$ cat config.mk
export PLATFORM = sky130hd
export DESIGN_NAME = fp_addsub_pipe
export DESIGN_NICKNAME = d
export VERILOG_FILES = /design/src/rtl/fp_pkg.sv /design/src/rtl/fp_lzc.sv /design/src/rtl/fp_addsub_pipe.sv
export SDC_FILE = /design/constraint.sdc
export NUM_CORES = 1
export LEC_CHECK = 0
export CORE_MARGIN = 8
export CORE_UTILIZATION = 44
export CTS_BUF_LIST = sky130_fd_sc_hd__clkbuf_8
export DETAILED_ROUTE_END_ITERATION = 6
export GPL_TIMING_DRIVEN = 1
export HOLD_SLACK_MARGIN = 0.12
export PLACE_DENSITY = 0.68
export SKIP_LAST_GASP = 1
export SYNTH_ARGS = -nofsm -noshare
export SYNTH_HDL_FRONTEND = slang
export SYNTH_SLANG_ARGS = --single-unit
$ cat constraint.sdc
create_clock -name clk -period 19.3 [get_ports clk]
set_input_delay 3.86 -clock clk [delete_from_list [all_inputs] [get_ports clk]]
set_output_delay 3.86 -clock clk [all_outputs]
set_load 0.01 [all_outputs]
$ cat src/rtl/fp_pkg.sv
`default_nettype none
// +--------------------------------------------------------------------------+
// | Package     : fp_pkg                                                     |
// | Description : Shared definitions for the pipelined FP add/sub unit:      |
// |               default format widths and derived constants, flag bit     |
// |               indices, operand class encoding and a classify helper.    |
// |               The W/BIAS/EXP_MAX/QNAN constants describe the default    |
// |               (half-precision) format; the adder re-derives the same    |
// |               quantities from its own EXP_W/MAN_W parameters.           |
// | Revision    : 1.0 - initial release                                      |
// +--------------------------------------------------------------------------+
package fp_pkg;

  localparam int EXP_W_DEF = 5;
  localparam int MAN_W_DEF = 10;

  localparam int W       = 1 + EXP_W_DEF + MAN_W_DEF;
  localparam int BIAS    = (1 << (EXP_W_DEF - 1)) - 1;
  localparam int EXP_MAX = (1 << EXP_W_DEF) - 1;
  localparam logic [W-1:0] QNAN =
    {1'b0, {EXP_W_DEF{1'b1}}, 1'b1, {(MAN_W_DEF-1){1'b0}}};

  // Bit positions within flags = {invalid, overflow, underflow, inexact}
  localparam int FLG_INVALID   = 3;
  localparam int FLG_OVERFLOW  = 2;
  localparam int FLG_UNDERFLOW = 1;
  localparam int FLG_INEXACT   = 0;

  typedef enum logic [1:0] {
    CLS_ZERO = 2'd0,
    CLS_NORM = 2'd1,
    CLS_INF  = 2'd2,
    CLS_NAN  = 2'd3
  } fp_class_e;

  // Subnormals (exponent 0, fraction non-zero) classify as zero: flushed.
  function automatic fp_class_e f_classify(input logic exp_ones,
                                           input logic exp_zero,
                                           input logic frac_zero);
    if (exp_zero)       return CLS_ZERO;
    else if (!exp_ones) return CLS_NORM;
    else if (frac_zero) return CLS_INF;
    else                return CLS_NAN;
  endfunction

endpackage
`default_nettype wire

$ cat src/rtl/fp_lzc.sv
`default_nettype none
// +--------------------------------------------------------------------------+
// | Module      : fp_lzc                                                     |
// | Description : Leading-zero counter. o_count is the number of zero bits  |
// |               above the most significant one (WIDTH for all-zero).     |
// | Ports       : i_data  [WIDTH-1:0]          value to scan                |
// |               o_count [clog2(WIDTH+1)-1:0] leading-zero count           |
// | Revision    : 1.0 - initial release                                      |
// +--------------------------------------------------------------------------+
module fp_lzc #(
  parameter int WIDTH = 15
) (
  input  logic [WIDTH-1:0]           i_data,
  output logic [$clog2(WIDTH+1)-1:0] o_count
);

  logic [$clog2(WIDTH+1)-1:0] w_cnt;
  logic                       w_found;

  always_comb begin
    w_cnt   = '0;
    w_found = 1'b0;
    for (int i = WIDTH - 1; i >= 0; i--) begin
      if (!w_found) begin
        if (i_data[i]) w_found = 1'b1;
        else           w_cnt   = w_cnt + 1'b1;
      end
    end
  end

  assign o_count = w_cnt;

endmodule
`default_nettype wire

$ cat src/rtl/fp_addsub_pipe.sv
`default_nettype none
// +--------------------------------------------------------------------------+
// | Module      : fp_addsub_pipe                                             |
// | Description : Three-stage pipelined floating-point add/subtract with    |
// |               round-to-nearest-even, special-value handling and flags. |
// |               Stage 1 unpacks/swaps/aligns, stage 2 adds, stage 3      |
// |               normalises, rounds and packs into the output register.   |
// | Ports       : clk, reset (async, active-high)                            |
// |               in_valid/in_ready, a, b, op_sub   operand side             |
// |               out_valid/out_ready, result, flags result side            |
// |               flags = {invalid, overflow, underflow, inexact}          |
// | Revision    : 1.0 - initial release                                      |
// +--------------------------------------------------------------------------+
module fp_addsub_pipe
  import fp_pkg::*;
#(
  parameter int EXP_W = EXP_W_DEF,
  parameter int MAN_W = MAN_W_DEF
) (
  input  logic                   clk,
  input  logic                   reset,
  input  logic                   in_valid,
  output logic                   in_ready,
  input  logic [EXP_W+MAN_W:0]   a,
  input  logic [EXP_W+MAN_W:0]   b,
  input  logic                   op_sub,
  output logic                   out_valid,
  input  logic                   out_ready,
  output logic [EXP_W+MAN_W:0]   result,
  output logic [3:0]             flags
);

  localparam int c_W       = 1 + EXP_W + MAN_W;
  localparam int c_EXP_MAX = (1 << EXP_W) - 1;
  localparam int c_MW      = MAN_W + 4;            // hidden + frac + G/R/S
  localparam int c_SW      = MAN_W + 5;            // plus carry-out
  localparam int c_LZW     = $clog2(c_SW + 1);
  localparam int c_XW      = ((EXP_W > c_LZW) ? EXP_W : c_LZW) + 2;
  localparam logic [c_W-1:0] c_QNAN =
    {1'b0, {EXP_W{1'b1}}, 1'b1, {(MAN_W-1){1'b0}}};

  // ---------------------------------------------------------------- handshake
  logic r1_valid, r2_valid, r_out_valid;
  logic w_s3_adv, w_s2_acc;

  assign w_s3_adv = out_ready || !r_out_valid;
  assign w_s2_acc = !r2_valid || w_s3_adv;
  assign in_ready = !r1_valid || w_s2_acc;

  // ------------------------------------------------------- stage 1 (comb)
  logic [EXP_W-1:0] w_ea, w_eb, w_l_exp, w_s_exp, w_diff;
  logic [MAN_W-1:0] w_fa, w_fb;
  logic             w_sa, w_sb, w_a_big, w_l_sign, w_s_sign, w_sticky;
  fp_class_e        w_ca, w_cb;
  logic [c_W-2:0]   w_mag_a, w_mag_b, w_mag_l, w_mag_s;
  logic [c_MW-1:0]  w_ml, w_ms, w_shr, w_ms_al;
  logic             w_spec;
  logic [c_W-1:0]   w_spec_res;
  logic [3:0]       w_spec_flg;

  assign w_ea = a[c_W-2 -: EXP_W];
  assign w_eb = b[c_W-2 -: EXP_W];
  assign w_fa = a[MAN_W-1:0];
  assign w_fb = b[MAN_W-1:0];
  assign w_sa = a[c_W-1];
  assign w_sb = b[c_W-1] ^ op_sub;                 // effective sign of b
  assign w_ca = f_classify(&w_ea, ~|w_ea, ~|w_fa);
  assign w_cb = f_classify(&w_eb, ~|w_eb, ~|w_fb);

  // Flushed operands compare (and align) as true zeros.
  assign w_mag_a  = (w_ca == CLS_ZERO) ? '0 : a[c_W-2:0];
  assign w_mag_b  = (w_cb == CLS_ZERO) ? '0 : b[c_W-2:0];
  assign w_a_big  = (w_mag_a >= w_mag_b);
  assign w_mag_l  = w_a_big ? w_mag_a : w_mag_b;
  assign w_mag_s  = w_a_big ? w_mag_b : w_mag_a;
  assign w_l_sign = w_a_big ? w_sa : w_sb;
  assign w_s_sign = w_a_big ? w_sb : w_sa;
  assign w_l_exp  = w_mag_l[c_W-2 -: EXP_W];
  assign w_s_exp  = w_mag_s[c_W-2 -: EXP_W];

  // Hidden bit is present exactly when the exponent is non-zero.
  assign w_ml   = {|w_l_exp, w_mag_l[MAN_W-1:0], 3'b000};
  assign w_ms   = {|w_s_exp, w_mag_s[MAN_W-1:0], 3'b000};
  assign w_diff = w_l_exp - w_s_exp;
  // A shift of c_MW or more already yields zero, so the shift saturates
  // naturally; sticky catches any bit that did not survive the round trip.
  assign w_shr    = w_ms >> w_diff;
  assign w_sticky = ((w_shr << w_diff) != w_ms);
  assign w_ms_al  = w_shr | {{(c_MW-1){1'b0}}, w_sticky};

  always_comb begin
    w_spec     = 1'b1;
    w_spec_res = '0;
    w_spec_flg = '0;
    if (w_ca == CLS_NAN || w_cb == CLS_NAN) begin
      w_spec_res = c_QNAN;
    end else if (w_ca == CLS_INF && w_cb == CLS_INF && w_sa != w_sb) begin
      w_spec_res              = c_QNAN;
      w_spec_flg[FLG_INVALID] = 1'b1;
    end else if (w_ca == CLS_INF) begin
      w_spec_res = {w_sa, {EXP_W{1'b1}}, {MAN_W{1'b0}}};
    end else if (w_cb == CLS_INF) begin
      w_spec_res = {w_sb, {EXP_W{1'b1}}, {MAN_W{1'b0}}};
    end else if (w_ca == CLS_ZERO && w_cb == CLS_ZERO) begin
      w_spec_res = {w_sa & w_sb, {(c_W-1){1'b0}}};   // -0 only for (-0)+(-0)
    end else begin
      w_spec = 1'b0;
    end
  end

  // ------------------------------------------------------- stage 1 regs
  logic             r1_spec, r1_sign, r1_sub;
  logic [c_W-1:0]   r1_spec_res;
  logic [3:0]       r1_spec_flg;
  logic [EXP_W-1:0] r1_exp;
  logic [c_MW-1:0]  r1_ml, r1_ms;

  always_ff @(posedge clk or posedge reset) begin
    if (reset) begin
      r1_valid    <= 1'b0;
      r1_spec     <= 1'b0;
      r1_spec_res <= '0;
      r1_spec_flg <= '0;
      r1_sign     <= 1'b0;
      r1_sub      <= 1'b0;
      r1_exp      <= '0;
      r1_ml       <= '0;
      r1_ms       <= '0;
    end else if (in_ready) begin
      r1_valid <= in_valid;
      if (in_valid) begin
        r1_spec     <= w_spec;
        r1_spec_res <= w_spec_res;
        r1_spec_flg <= w_spec_flg;
        r1_sign     <= w_l_sign;
        r1_sub      <= (w_l_sign != w_s_sign);
        r1_exp      <= w_l_exp;
        r1_ml       <= w_ml;
        r1_ms       <= w_ms_al;
      end
    end
  end

  // ------------------------------------------------------- stage 2 regs
  logic             r2_spec, r2_sign;
  logic [c_W-1:0]   r2_spec_res;
  logic [3:0]       r2_spec_flg;
  logic [EXP_W-1:0] r2_exp;
  logic [c_SW-1:0]  r2_sum;

  always_ff @(posedge clk or posedge reset) begin
    if (reset) begin
      r2_valid    <= 1'b0;
      r2_spec     <= 1'b0;
      r2_spec_res <= '0;
      r2_spec_flg <= '0;
      r2_sign     <= 1'b0;
      r2_exp      <= '0;
      r2_sum      <= '0;
    end else if (w_s2_acc) begin
      r2_valid <= r1_valid;
      if (r1_valid) begin
        r2_spec     <= r1_spec;
        r2_spec_res <= r1_spec_res;
        r2_spec_flg <= r1_spec_flg;
        r2_sign     <= r1_sign;
        r2_exp      <= r1_exp;
        // L >= S in magnitude, so the difference never goes negative.
        r2_sum      <= r1_sub ? ({1'b0, r1_ml} - {1'b0, r1_ms})
                              : ({1'b0, r1_ml} + {1'b0, r1_ms});
      end
    end
  end

  // ------------------------------------------------------- stage 3 (comb)
  logic [c_LZW-1:0] w_lz;
  logic [c_MW-1:0]  w_norm;
  logic [c_XW-1:0]  w_exp_n, w_exp_r;
  logic [MAN_W:0]   w_keep;
  logic [MAN_W+1:0] w_rnd;
  logic [MAN_W-1:0] w_frac;
  logic             w_g, w_r, w_s, w_up, w_exp_le0;
  logic [c_W-1:0]   w_res;
  logic [3:0]       w_flg;

  fp_lzc #(.WIDTH(c_SW)) u_lzc (
    .i_data  (r2_sum),
    .o_count (w_lz)
  );

  always_comb begin
    w_norm  = '0;
    w_exp_n = '0;
    if (r2_sum[c_SW-1]) begin
      w_norm  = r2_sum[c_SW-1:1] | {{(c_MW-1){1'b0}}, r2_sum[0]};
      w_exp_n = {{(c_XW-EXP_W){1'b0}}, r2_exp} + c_XW'(1);
    end else begin
      // The carry bit is zero here, so the leading one sits lz-1 places
      // below the hidden-bit position.
      w_norm  = c_MW'(r2_sum << (w_lz - 1'b1));
      w_exp_n = {{(c_XW-EXP_W){1'b0}}, r2_exp} + c_XW'(1) - c_XW'(w_lz);
    end
  end

  assign w_keep    = w_norm[c_MW-1:3];
  assign w_g       = w_norm[2];
  assign w_r       = w_norm[1];
  assign w_s       = w_norm[0];
  assign w_up      = w_g & (w_r | w_s | w_keep[0]);
  assign w_rnd     = {1'b0, w_keep} + {{(MAN_W+1){1'b0}}, w_up};
  // Rounding carry-out means the mantissa became 10..0: renormalise.
  assign w_frac    = w_rnd[MAN_W+1] ? w_rnd[MAN_W:1] : w_rnd[MAN_W-1:0];
  assign w_exp_r   = w_exp_n + c_XW'(w_rnd[MAN_W+1]);
  assign w_exp_le0 = w_exp_r[c_XW-1] || (w_exp_r == '0);

  always_comb begin
    w_res = '0;
    w_flg = '0;
    if (r2_spec) begin
      w_res = r2_spec_res;
      w_flg = r2_spec_flg;
    end else if (r2_sum == '0) begin
      w_res = '0;                                    // exact cancellation
    end else if (!w_exp_r[c_XW-1] && (w_exp_r >= c_XW'(c_EXP_MAX))) begin
      w_res                    = {r2_sign, {EXP_W{1'b1}}, {MAN_W{1'b0}}};
      w_flg[FLG_OVERFLOW]      = 1'b1;
      w_flg[FLG_INEXACT]       = 1'b1;
    end else if (w_exp_le0) begin
      w_res                    = {r2_sign, {(c_W-1){1'b0}}};
      w_flg[FLG_UNDERFLOW]     = 1'b1;
      w_flg[FLG_INEXACT]       = 1'b1;
    end else begin
      w_res                    = {r2_sign, w_exp_r[EXP_W-1:0], w_frac};
      w_flg[FLG_INEXACT]       = w_g | w_r | w_s;
    end
  end

  // ------------------------------------------------------- output regs
  logic [c_W-1:0] r_result;
  logic [3:0]     r_flags;

  always_ff @(posedge clk or posedge reset) begin
    if (reset) begin
      r_out_valid <= 1'b0;
      r_result    <= '0;
      r_flags     <= '0;
    end else if (w_s3_adv) begin
      r_out_valid <= r2_valid;
      if (r2_valid) begin
        r_result <= w_res;
        r_flags  <= w_flg;
      end
    end
  end

  assign out_valid = r_out_valid;
  assign result    = r_result;
  assign flags     = r_flags;

endmodule
`default_nettype wire

## Yosys cells after proc, flatten, opt, wreduce, memory -nomap -nowiden

Index checks and enable logic that the tools add are counted.

| storage, ports and cells | value |
|---|---|
| flip-flop bits (word level) | 112 |
| input bits | 37 |
| logic and storage cells | 186 |
| output and inout port bits | 22 |

| cells by class | value |
|---|---|
| reduce and logical (&&, ||, !) cells | 28 |
| shifts and indexed selects | 3 |
| add/subtract/negate cells | 22 |
| multiplexer cells | 96 |
| eq/ne operators | 7 |
| order comparisons | 2 |
| bitwise logic cells | 9 |

Operator list:

| kind | number |
|---|---|
| two-way mux 16 bit | 7 |
| two-way mux 4 bit | 28 |
| two-way mux 15 bit | 7 |
| adder 4 x 1 -> 4 bit, second input constant | 13 |
| two-way mux 1 bit | 45 |
| bitwise OR 14 x 1 -> 14 bit | 2 |
| OR reduction 10 bit | 2 |
| OR reduction 5 bit | 4 |
| adder 14 x 14 -> 15 bit | 1 |
| >= comparator 15 bit | 1 |
| logical NOT 15 bit | 1 |
| << shifter 15 x 4 -> 14 bit | 1 |
| subtractor 14 x 14 -> 15 bit | 1 |
| two-way mux 14 bit | 1 |
| inequality test 14 bit | 1 |
| << shifter 14 x 5 -> 14 bit | 1 |
| right shift 14 x 5 -> 14 bit | 1 |
| adder 11 x 1 -> 12 bit | 1 |
| two-way mux 10 bit | 1 |
| AND reduction 5 bit | 2 |
| equality test 2 bit, second input constant | 4 |
| two-way mux 2 bit | 4 |
| adder 7 x 1 -> 7 bit | 1 |
| >= comparator 7 x 5 -> 1 bit, second input constant | 1 |
| 17 further kinds | 36 |

## Depth between registers and ports, before layout

| logic depth | value |
|---|---|
| depth in word-level cells | 57 |
| gate-level depth with buffers | 53 |
| gate-level depth less buffers | 50 |

## By module

From an unflattened synthesis, not the netlist that was laid out.

| second synthesis, totals | value |
|---|---|
| cell total of the unflattened synthesis | 1,119 |
| area, all modules | 8,813.5 um^2 |

Modules (own cells, without submodules):

| module | seq. area each (um^2) | cells each | instances | area an instance (um^2) |
|---|---|---|---|---|
| fp_addsub_pipe | 2,152.1 | 978 | 1 | 7,865.0 |
| fp_lzc | 0.0 | 141 | 1 | 948.4 |

## Least setup slack after synthesis

No wires, ideal clock.

| path | value |
|---|---|
| path type | reg2reg |
| start point | register r2_sum[14] |
| end point | register r_result[3], in the netlist result[3] |
| buffers on the path | 3 |
| arrival | 10.068 ns |
| slack | 9.165 ns |
| setup time | 0.067 ns |
| required time | 19.233 ns |
| clock period less this slack | 10.135 ns |
| stages on the path, launching flop included | 53 |
| cells stage by stage | dfrtp_1 > clkbuf_1 > clkbuf_1 > buf_1 > a21oi_1 > ha_1 > o31a_1 > ha_1 > nand2_1 > nor2_1 > o21ai_0 > ha_1 > mux2_2 > mux2i_1 > nor2_1 > a31oi_1 > ha_1 > nor2_1 > (+17 left out) > xor3_2 > mux4_2 > nand2_1 > o221ai_1 > nor3_4 > nand3_4 > nor4_1 > ha_1 > ha_1 > and3_1 > mux2i_1 > o31ai_1 > a31oi_1 > and3_1 > nand2_1 > nor2b_1 > nor4bb_1 > a221o_1 |

| between the ends | value |
|---|---|
| longest elaborated chain between the ends | 57 |
| elaborated cells between the ends (all ways) | 79 |
| classes of those cells | 18 x add/sub; 1 x order compare; 1 x shift; 50 x mux; 4 x bitwise; 5 x reduce/logical |

RTL lines:

| element | RTL line | source |
|---|---|---|
| from (decl) | fp_addsub_pipe.sv:149 | `logic [c_SW-1:0] r2_sum;` |
| from (signal assigned) | fp_addsub_pipe.sv:169 | `r2_sum <= r1_sub ? ({1'b0, r1_ml} - {1'b0, r1_ms})` |
| parallel branches: the longest is 55 deep, another holds adder 4 x 1 -> 4 bit | - |  |
| two-way mux 16 bit (*) | fp_addsub_pipe.sv:222 | `end else if (r2_sum == '0) begin` |
| two-way mux 16 bit (*) | fp_addsub_pipe.sv:219 | `if (r2_spec) begin` |
| to (signal assigned) | fp_addsub_pipe.sv:250 | `r_result <= w_res;` |
| to (decl) | fp_addsub_pipe.sv:239 | `logic [c_W-1:0] r_result;` |

Mark *: on every way between the ends.
A chain may end at the register's enable or synchronous reset.

## Final worst setup path

| path | value |
|---|---|
| start point | register r2_sum[14] |
| end point | register r_result[5], in the netlist result[5] |

Same word-level chain as after synthesis.

==> impl_results.md <==
- Status: finished clean
- Final Hold Violating Endpoints: 0
- Largest net degree at the start of global routing: 87
- Largest family of logic cells by synthesized area: compound AO/OA/AOI/OAI gates
- H-tree levels: 3
- Clock Skews: 0.0116 ns
- WP buf/inv: 0
- Post-CTS setup buffer count: 0
- Post-CTS sizing: 0
- Worst slack at placement: 7.63 ns
- Initial antenna violation count: 0
- CP required: 19.62 ns
- Clock latency on the worst-skew pair: 0.38 ns
- Synth top area cells: dfrtp_1 23%, ha_1 8.2%, mux2i_1 5.9%
- Setup tns final: 0 ns
- Maximum VDD drop: ~0.00007 V
- Mapped Avg Cell Area: 7.77 µm²
- Filler Cells Inserted: 2123
- Crit share post-route: 60.5%
- CTS sink cnt: 86
- Drt total wl: 26700 µm
- Dominant cell type by area after synthesis: dfrtp_1
- Compound-Gate Fraction of Synth Area: 25.3%
- Final Max Slew Viols: 0
- ANT cells: 0
- Drt first pass iters: 6
- Multi-input logic area: around 6600 µm²
- Vias: 8960
- Port bufs: 58
- CP arrival: 12.01 ns
- RSZ-0062 raised after global routing: no
- PD cells: 147 nW/µm²
- Synthesis Warnings: 0
- Post-route ant nets: 0
- Vias in the first global route: 8646
- Hold Buf Count CTS: 0
- Clk slew on worst S/H paths: 0.10 ns
- Mapped Area: 9260 µm²
- HPWL Detailed: 21000 µm
- CP top delay family: simple AND/OR/NAND/NOR gates
- Fin worst setup slack: ~7.6 ns
- Routed WL per cell: approximately 18 µm
- Post-Synth Simple-Gate Area: 22.0%
- Post-synth EDFFs: 0
- CP most frequent cell: ha_1
- Die width: 161 µm
- Hold Path Class: reg -> reg
- Chip height: ~160 µm
- Max incr delay on CP: 0.89 ns
- Worst R2R Path Depth: 48
- Initial Utilization: ~44%
- CTS tree: built
- Post-synthesis async set-or-reset flop share: between 90% and 100%
- Synthesized instance count: 1191
- Max Buffers Root-to-Sink: 2
- Gpl congestion: 0.973
- Gr usage total: between 20% and 30%
- First-pass GRT wire length: around 44000 µm
- F_max: 85.6 MHz
- Register bit total from synthesis: 86
- Yosys cell types: 85
- Max-cap violations: 0
- Hold Crit Depth: 2
- Startpoint types: flip-flop
- Initial DRC Count: 794
- Yosys top cell area share: 23.3%
- Most used flip-flop cell after synthesis: dfrtp_1
- Static Leakage: 4.39 nW
- Slowest CP cell: dfrtp_1
- Max-slew headroom: between 20% and 30%
- Layout cells sized above 1: 6.46%
- Crit path kind: reg -> reg
- Grt ovf: 0
- Die footprint: 25900 µm²
- CP Max Fanout: 26
- Syn-to-layout area delta: 10.0%
- Row cnt: 53
- Crit. End Element: flip-flop
- Vias/cell: 6.05
- Final Critical Period: 11.68 ns
- FF/Latch Area: 2150 µm²
- Num CTS Buffers: 9
- Total core area: 20800 µm²
- Register area share after synthesis: 23.3%
- IO Count: 59
- CTS root buf: clkbuf_8
- Slew @ Worst Pin: 1.09 ns
- Net count after synthesis: 1291
- Drt drc: 0
- Critical path depth: 48
- Final nets: 1302
- Endpoints failing setup: 0
- Synth Area in XOR/XNOR: 5.33%
- Synth Area in Adders: 8.68%
- Mux cell area share after synthesis: ~9.9%
-- cell usage after synthesis, types with 13 or more instances --
cell and n:
inv_1 65, o31ai_1 14, and2_1 17, xnor2_1 24
o21ai_0 84, mux2_2 25, o211ai_1 13, mux2i_1 55
dfrtp_1 86, nand2_1 143, nand3_1 35, a21oi_1 86
nor2_1 104, nor3_1 27, ha_1 61, clkbuf_1 55
xor2_1 20, nand4_1 16
-- through the flow --
stage	cell area, µm²	utilization, %	instances	power, mW	hold WS, ns
floorplan	9260	-	1191	1.12	0.442
global placement	9980	47.9	1466	1.36	0.452
detailed placement	9980	47.9	1466	1.37	0.467
CTS	10200	48.9	1482	1.50	0.492
global route	10200	48.9	1482	1.64	0.519
finish	10200	48.9	1482	1.50	0.484
-- area by class of cell --
| class | count | share of cell area, % |
|---|---|---|
| inverters | 66 | 2.45 |
| multi-input cells | 972 | 64.7 |
| flip-flops and latches | 86 | 21.1 |
| well taps | 275 | 3.38 |
| repair buffers | 67 | 6.36 |
| clock inverters | 7 | 0.786 |
| clock buffers | 9 | 1.22 |
-- path summary, 6_finish.rpt --
check,slack [ns],to,from
max,7.62,result[5]$_DFFE_PP0P_,r2_sum[14]$_DFFE_PP0P_
min reg2reg,0.48,r1_exp[0]$_DFFE_PP0P_,r1_exp[0]$_DFFE_PP0P_
max in group asynchronous,14.46,r1_ml[6]$_DFFE_PP0P_,reset
max reg2reg,7.62,result[5]$_DFFE_PP0P_,r2_sum[14]$_DFFE_PP0P_
min,0.48,r1_exp[0]$_DFFE_PP0P_,r1_exp[0]$_DFFE_PP0P_
min in group asynchronous,4.10,result[6]$_DFFE_PP0P_,reset
-- flip-flops by register name, summed over array words and instances, names as in the netlist, 3 cells and up --
name and flops:
r1_spec_res 3, flags 4, result 16, r1_exp 5, r2_sum 15, r1_ms 14, r2_spec_res 3, r1_ml 11
r2_exp 5
-- cells by family (layout without fill, tap and decap cells) --
group                      count (synthesis)  after routing
and+or+nand+nor                          423            423
AOI/OAI and AO/OA                        353            353
buffers and inverters                    133            149
DFF                                       86             86
muxes                                     84             84
adders and majority gates                 63             63
xor gates and xnor gates                  49             49
-- routing by layer --
metal  up-vias  wire length, µm  share of wire [%]  global-route usage (%)
met5         -                0                  0                       0
li1       4389                -                  -                       -
met3        75             1440                5.4                    2.57
met1      4147            11500                 43                    25.2
met2       349            12600                 47                    34.5
met4         0             1120                4.2                    9.05
-- power breakdown --
| group | leakage (nW) | switching, mW | internal, mW |
|---|---|---|---|
| sequential | 1.09 | 0.0755 | 0.227 |
| combinational | 3.20 | 0.631 | 0.443 |
| clock | 0.0990 | 0.0744 | 0.0510 |
| total | 4.39 | 0.780 | 0.721 |
-- worst register-to-register path: cells and delay by family (launching register included) --
| family | cells | cell delay [ns] |
|---|---|---|
| AND/OR/NAND/NOR | 18 | 3.34 |
| AO/OA/AOI/OAI | 15 | 2.98 |
| adder cells (fa/ha/maj) | 9 | 2.56 |
| multiplexers | 4 | 1.19 |
| flip-flops | 1 | 0.89 |
| XOR/XNOR | 2 | 0.69 |
-- cell usage in the layout, fill, tap and decap left out, types with 20 or more instances in the layout --
cell type,count
nand2_1,143
a21oi_1,86
xnor2_1,24
xor2_1,20
dfrtp_1,86
o21ai_0,84
ha_1,61
clkdlybuf4s50_1,58
nor2_1,104
nor3_1,27
inv_1,64
mux2i_1,55
nand3_1,35
mux2_2,25
No activity file was read; power rests on OpenSTA's default activity.
